### src/rtl/mem_arb_pkg.sv
// rtl/mem_arb_pkg.sv - shared types for the memory port arbiter
package mem_arb_pkg;

  localparam int STREAK_W = 4;

  typedef enum logic [1:0] {
    IDLE  = 2'd0,
    FETCH = 2'd1,
    DATA  = 2'd2
  } arb_state_e;

  typedef enum logic {
    OWN_IF = 1'b0,
    OWN_D  = 1'b1
  } owner_e;

  function automatic arb_state_e busy_state(owner_e own);
    return (own == OWN_IF) ? FETCH : DATA;
  endfunction

endpackage

### src/rtl/mem_port_arbiter.sv
// rtl/mem_port_arbiter.sv - shared memory port arbiter between fetch and data requesters
module mem_port_arbiter
  import mem_arb_pkg::*;
#(
  parameter int ADDR_W = 32,
  parameter int DATA_W = 32,
  parameter int STREAK = 4
) (
  input  logic              clk,
  input  logic              rst,
  input  logic              if_req,
  input  logic [ADDR_W-1:0] if_addr,
  output logic [DATA_W-1:0] if_rdata,
  output logic              if_valid,
  input  logic              d_req,
  input  logic              d_we,
  input  logic [ADDR_W-1:0] d_addr,
  input  logic [DATA_W-1:0] d_wdata,
  output logic [DATA_W-1:0] d_rdata,
  output logic              d_valid,
  input  logic              flush,
  output logic              mem_req,
  output logic              mem_we,
  output logic [ADDR_W-1:0] mem_addr,
  output logic [DATA_W-1:0] mem_wdata,
  input  logic [DATA_W-1:0] mem_rdata,
  input  logic              mem_ack,
  output logic              stall_if,
  output logic              stall_mem
);

  localparam logic [STREAK_W-1:0] STREAK_MAX = STREAK_W'(STREAK);

  arb_state_e          state_q, state_d;
  owner_e              winner;
  logic                grant;
  logic                if_elig, d_elig;
  logic                if_valid_q;
  logic                discard_q;
  logic [STREAK_W-1:0] streak_q;

  // A requester retiring this cycle must not be re-granted on its stale request.
  assign if_elig = if_req & ~if_valid_q & ~flush;
  assign d_elig  = d_req & ~d_valid;

  always_comb begin
    state_d = state_q;
    grant   = 1'b0;
    winner  = OWN_D;
    case (state_q)
      IDLE: begin
        if (if_elig && (!d_elig || streak_q == STREAK_MAX)) begin
          grant  = 1'b1;
          winner = OWN_IF;
        end else if (d_elig) begin
          grant  = 1'b1;
          winner = OWN_D;
        end
        if (grant) state_d = busy_state(winner);
      end
      FETCH, DATA: begin
        if (mem_ack) state_d = IDLE;
      end
      default: state_d = IDLE;
    endcase
  end

  always_ff @(posedge clk) begin
    if (rst) begin
      state_q    <= IDLE;
      mem_req    <= 1'b0;
      mem_we     <= 1'b0;
      mem_addr   <= '0;
      mem_wdata  <= '0;
      if_valid_q <= 1'b0;
      d_valid    <= 1'b0;
      if_rdata   <= '0;
      d_rdata    <= '0;
      streak_q   <= '0;
      discard_q  <= 1'b0;
    end else begin
      state_q    <= state_d;
      if_valid_q <= 1'b0;
      d_valid    <= 1'b0;

      if (grant) begin
        mem_req <= 1'b1;
        if (winner == OWN_IF) begin
          mem_we   <= 1'b0;
          mem_addr <= if_addr;
        end else begin
          mem_we    <= d_we;
          mem_addr  <= d_addr;
          mem_wdata <= d_wdata;
        end
      end else if (state_q != IDLE && mem_ack) begin
        mem_req <= 1'b0;
        mem_we  <= 1'b0;
      end

      // A flushed fetch still has to finish on memory; only its result is dropped.
      if (state_q == FETCH) begin
        if (mem_ack) begin
          if_rdata   <= mem_rdata;
          if_valid_q <= ~(discard_q | flush);
          discard_q  <= 1'b0;
        end else if (flush) begin
          discard_q <= 1'b1;
        end
      end

      if (state_q == DATA && mem_ack) begin
        d_rdata <= mem_rdata;
        d_valid <= 1'b1;
      end

      if ((grant && winner == OWN_IF) || !if_req) begin
        streak_q <= '0;
      end else if (grant && winner == OWN_D && streak_q != STREAK_MAX) begin
        streak_q <= streak_q + STREAK_W'(1);
      end
    end
  end

  assign if_valid  = if_valid_q & ~flush;
  assign stall_if  = if_req & ~if_valid;
  assign stall_mem = d_req & ~d_valid;

endmodule

### config.mk
export PLATFORM = sky130hd
export DESIGN_NAME = mem_port_arbiter
export DESIGN_NICKNAME = d
export VERILOG_FILES = /design/src/rtl/mem_arb_pkg.sv /design/src/rtl/mem_port_arbiter.sv
export SDC_FILE = /design/constraint.sdc
export NUM_CORES = 1
export LEC_CHECK = 0
export ABC_CLOCK_PERIOD_IN_PS = 1800
export CAP_MARGIN = 15
export CORE_ASPECT_RATIO = 0.5
export CORE_MARGIN = 2
export CORE_UTILIZATION = 36
export CTS_CLUSTER_SIZE = 12
export DETAILED_ROUTE_END_ITERATION = 7
export HOLD_SLACK_MARGIN = 0.12
export PLACE_DENSITY = 0.75
export SLEW_MARGIN = 40
export SYNTH_ARGS = -nofsm -noshare
export SYNTH_HDL_FRONTEND = slang
export SYNTH_SLANG_ARGS = --single-unit
export TNS_END_PERCENT = 100
### constraint.sdc
create_clock -name clk -period 1.8 [get_ports clk]
set_clock_uncertainty 0.15 [all_clocks]
set_input_delay 0.18 -clock clk [delete_from_list [all_inputs] [get_ports clk]]
set_output_delay 0.18 -clock clk [all_outputs]
set_load 0.1 [all_outputs]
==> qor.yml, run 1 <==
power_frac_comb: 0.306
vias: 5648
crit_path_max_incr_delay_ps: 330
rows: 30
final_cells: 1120
relSlewSlack: 0.707
period_minus_slack_ps: 1890
synth_top_area_frac: 0.542
wl_mm: 20.4
grt.total_usage: 0.259
pre_cts_slack_ps: -485
die-height_um: 88.4
num_antenna_cells: 0
synth_flop_cell: "dfxtp_1"
yosysMostFrequentCell: "nand2_1"
grt_max_degree: 79
clock-sinks: 139
cts_tree: "done"
dpl.hpwl_mm: 13.3
yosysUniqueCellTypes: 37
yosys_register_bits: 139
viasPerCell: 5.04
antenna_found_initial: 0
p_int_mw: 6.43
status: "complete, but fails checks"
min_period_over_period: 1.05
dieWidth_um: 173
synth-edff-count: 0
tritoncts.num_buffers: 17
fin_nets: 1055
grt_pass1_wl_mm: 31.3
switchingPower_mw: 3.38
worstSetupPathType: "flip-flop to flip-flop"
htree_levels: 4
cp_max_fo: 20
vdd_ir_drop_max_v: 0.000500
core_mm2: 0.0137
start_util: 0.374
fmax_mhz: 529
hold_viol: 0
async_flop_share: 0
dieArea_mm2: 0.0153
ant_nets: 0
power_density_mw_per_mm2: 925
gp_congestion: 0.807
firstDrtPassIters: 5
path_buf_inv: 3
maxCapViolCount: 0
slowest_stage: "dfxtp_2"
p_sw_frac: 0.344
portBuffers: 268
syn_avg_cell_area_um2: 8.20
crit_family: "buffers and inverters"
violations: "setup timing"
arrival_ps: 2060
dp_cells: 1072
holdWs_ps: 157
drt_iter0_drc: 254
grt-ovfl-total: 0
areaGrowthSynthToFinish_pct: 107
synth_nets: 766
grt_pass1_vias: 5914
slew_viol_final: 0
cts_buffer_depth: 2
p_seq_frac: 0.350
worst_slack_ps: -89.7
synthTopCellsByCount: "nand2_1 (228), dfxtp_1 (139), a21oi_1 (125), clkbuf_1 (33), a22oi_1 (32)"
cp.required_ps: 1970
io_pins: 269
leakagePower_nw: 3.94
end_kind: "flip-flop"
synth.area.top_cells: "dfxtp_1 (54%), nand2_1 (17%), a21oi_1 (12%), a22oi_1 (4.7%), clkbuf_1 (2.4%)"
setup_violations: 37
yosysWarnings: 0
yosysTopAreaCell: "dfxtp_1"
synth_cells: 626
ys_seq_area_frac: 0.542
cts-root-buf: "clkbuf_16"
finalPower_mw: 9.81
cp-start-kind: "flip-flop"
pwr-share-clk: 0.345
drc: 0
synth_area_mm2: 0.00513
drive_gt1_frac: 0.311
cts.reportedPaths.clkPinSlew_ps: 60
crit_chain: "inv_2 -> ha_4 -> nand3b_1 -> buf_4 -> o21ai_2 -> buf_12 -> nand2_1 -> a21oi_1"
min_path_type: "primary input to flip-flop"
post_drt_wl_per_cell_um: 18.2
clkLatencyLatePin_ps: 410
worst_pin_slew_ps: 440
rsz0062_at_grt: "yes"
-- cell type report --
class | count | area, um^2
clock buffers | 18 | 450
clock inverters | 14 | 119
fillers | 859 | 3140
inverters | 6 | 25.0
multi-input cells | 434 | 2390
flip-flops and latches | 139 | 2790
well taps | 192 | 240
repair buffers | 317 | 4590
-- kinds of logic (layout without fill, tap and decap cells) --
kind of cell | Yosys count | after routing | share of synthesized area
buffers and inverters | 53 | 355 | 0.0466
AO/OA/AOI/OAI | 175 | 175 | 0.200
XOR/XNOR | 1 | 1 | 0.00171
AND/OR/NAND/NOR | 252 | 252 | 0.196
adder cells (fa/ha/maj) | 5 | 5 | 0.0122
flip-flops | 139 | 139 | 0.542
multiplexers | 1 | 1 | 0.00195
-- layout by cell type, fill, tap and decap left out, types with 3 or more instances in the layout --
master / n
buf_6: 10
clkbuf_16: 19
clkinv_2: 5
nor2_1: 5
ha_1: 3
buf_12: 142
clkinvlp_4: 5
nand2_1: 227
a22oi_2: 32
dfxtp_1: 133
clkdlybuf4s50_1: 133
dfxtp_2: 5
a21oi_2: 17
buf_4: 28
a21oi_1: 115
inv_2: 3
-- sequential cells by signal (all words and copies together), names as in the netlist --
| name | flops |
|---|---|
| mem_req | 1 |
| discard_q | 1 |
| state_q | 2 |
| mem_we | 1 |
| d_rdata | 32 |
| mem_wdata | 32 |
| if_valid_q | 1 |
| d_valid | 1 |
| mem_addr | 32 |
| if_rdata | 32 |
| streak_q | 4 |
-- final timing paths --
path	start	end	slack (ps)	cells past startpoint
min reg2reg	discard_q$_SDFFE_PP0P_	if_valid_q$_SDFF_PP0_	290	1
max	streak_q[1]$_SDFFE_PP0P_	mem_wdata[6]$_SDFFE_PP0P_	-90	8
min	d_wdata[17]	mem_wdata[17]$_SDFFE_PP0P_	160	3
max reg2reg	streak_q[1]$_SDFFE_PP0P_	mem_wdata[6]$_SDFFE_PP0P_	-90	8
-- per-stage QoR --
stage | setup TNS, ps | utilization | cell area [um^2]
finish | -1140 | 0.772 | 10600
global route | -5300 | 0.772 | 10600
CTS | -487 | 0.771 | 10600
detailed placement | -28230 | 0.707 | 9710
global placement | -21300 | 0.707 | 9710
floorplan | -3950 | - | 5310
-- tightest hold or removal path, delay by kind of cell --
kind,cells,cell delay (ps)
buffers and inverters,1,390
AND/OR/NAND/NOR,1,50
AO/OA/AOI/OAI,1,50
-- what timing repair did --
action	4_1_cts	5_1_grt
endpoints found under the setup margin	72	71
resized for setup	32	20
hold endpoints to repair	26	26
pin swaps	7	10
cloned	4	1
setup buffers	13	2
-- layer usage --
metal | global-route usage | share of wire
met1 | 0.282 | 0.38
met2 | 0.505 | 0.54
met3 | 0.0610 | 0.051
met4 | 0.0940 | 0.022
met5 | 0 | 0
-- power by group through the flow --
| stage | combinational (mW) | sequential [mW] | clock, mW |
|---|---|---|---|
| final | 3.00 | 3.43 | 3.38 |
| after global routing | 3.10 | 3.44 | 3.55 |
| after CTS | 2.99 | 3.42 | 3.41 |
| after detailed placement | 2.84 | 3.49 | 0 |
| after global placement | 2.80 | 3.48 | 0 |
| after floorplan | 0.513 | 4.52 | 0 |
(Power assumes the default switching activity.)
==> run 2: changes to the inputs <==
--- a/config.mk
+++ b/config.mk
@@ -10,6 +10,7 @@
 export CORE_ASPECT_RATIO = 0.5
 export CORE_MARGIN = 2
 export CORE_UTILIZATION = 36
+export CTS_BUF_LIST = sky130_fd_sc_hd__clkbuf_16
 export CTS_CLUSTER_SIZE = 12
 export DETAILED_ROUTE_END_ITERATION = 7
 export HOLD_SLACK_MARGIN = 0.12
==> results of run 2 <==
Final layout, timing and power as in run 1 (identical DEF).
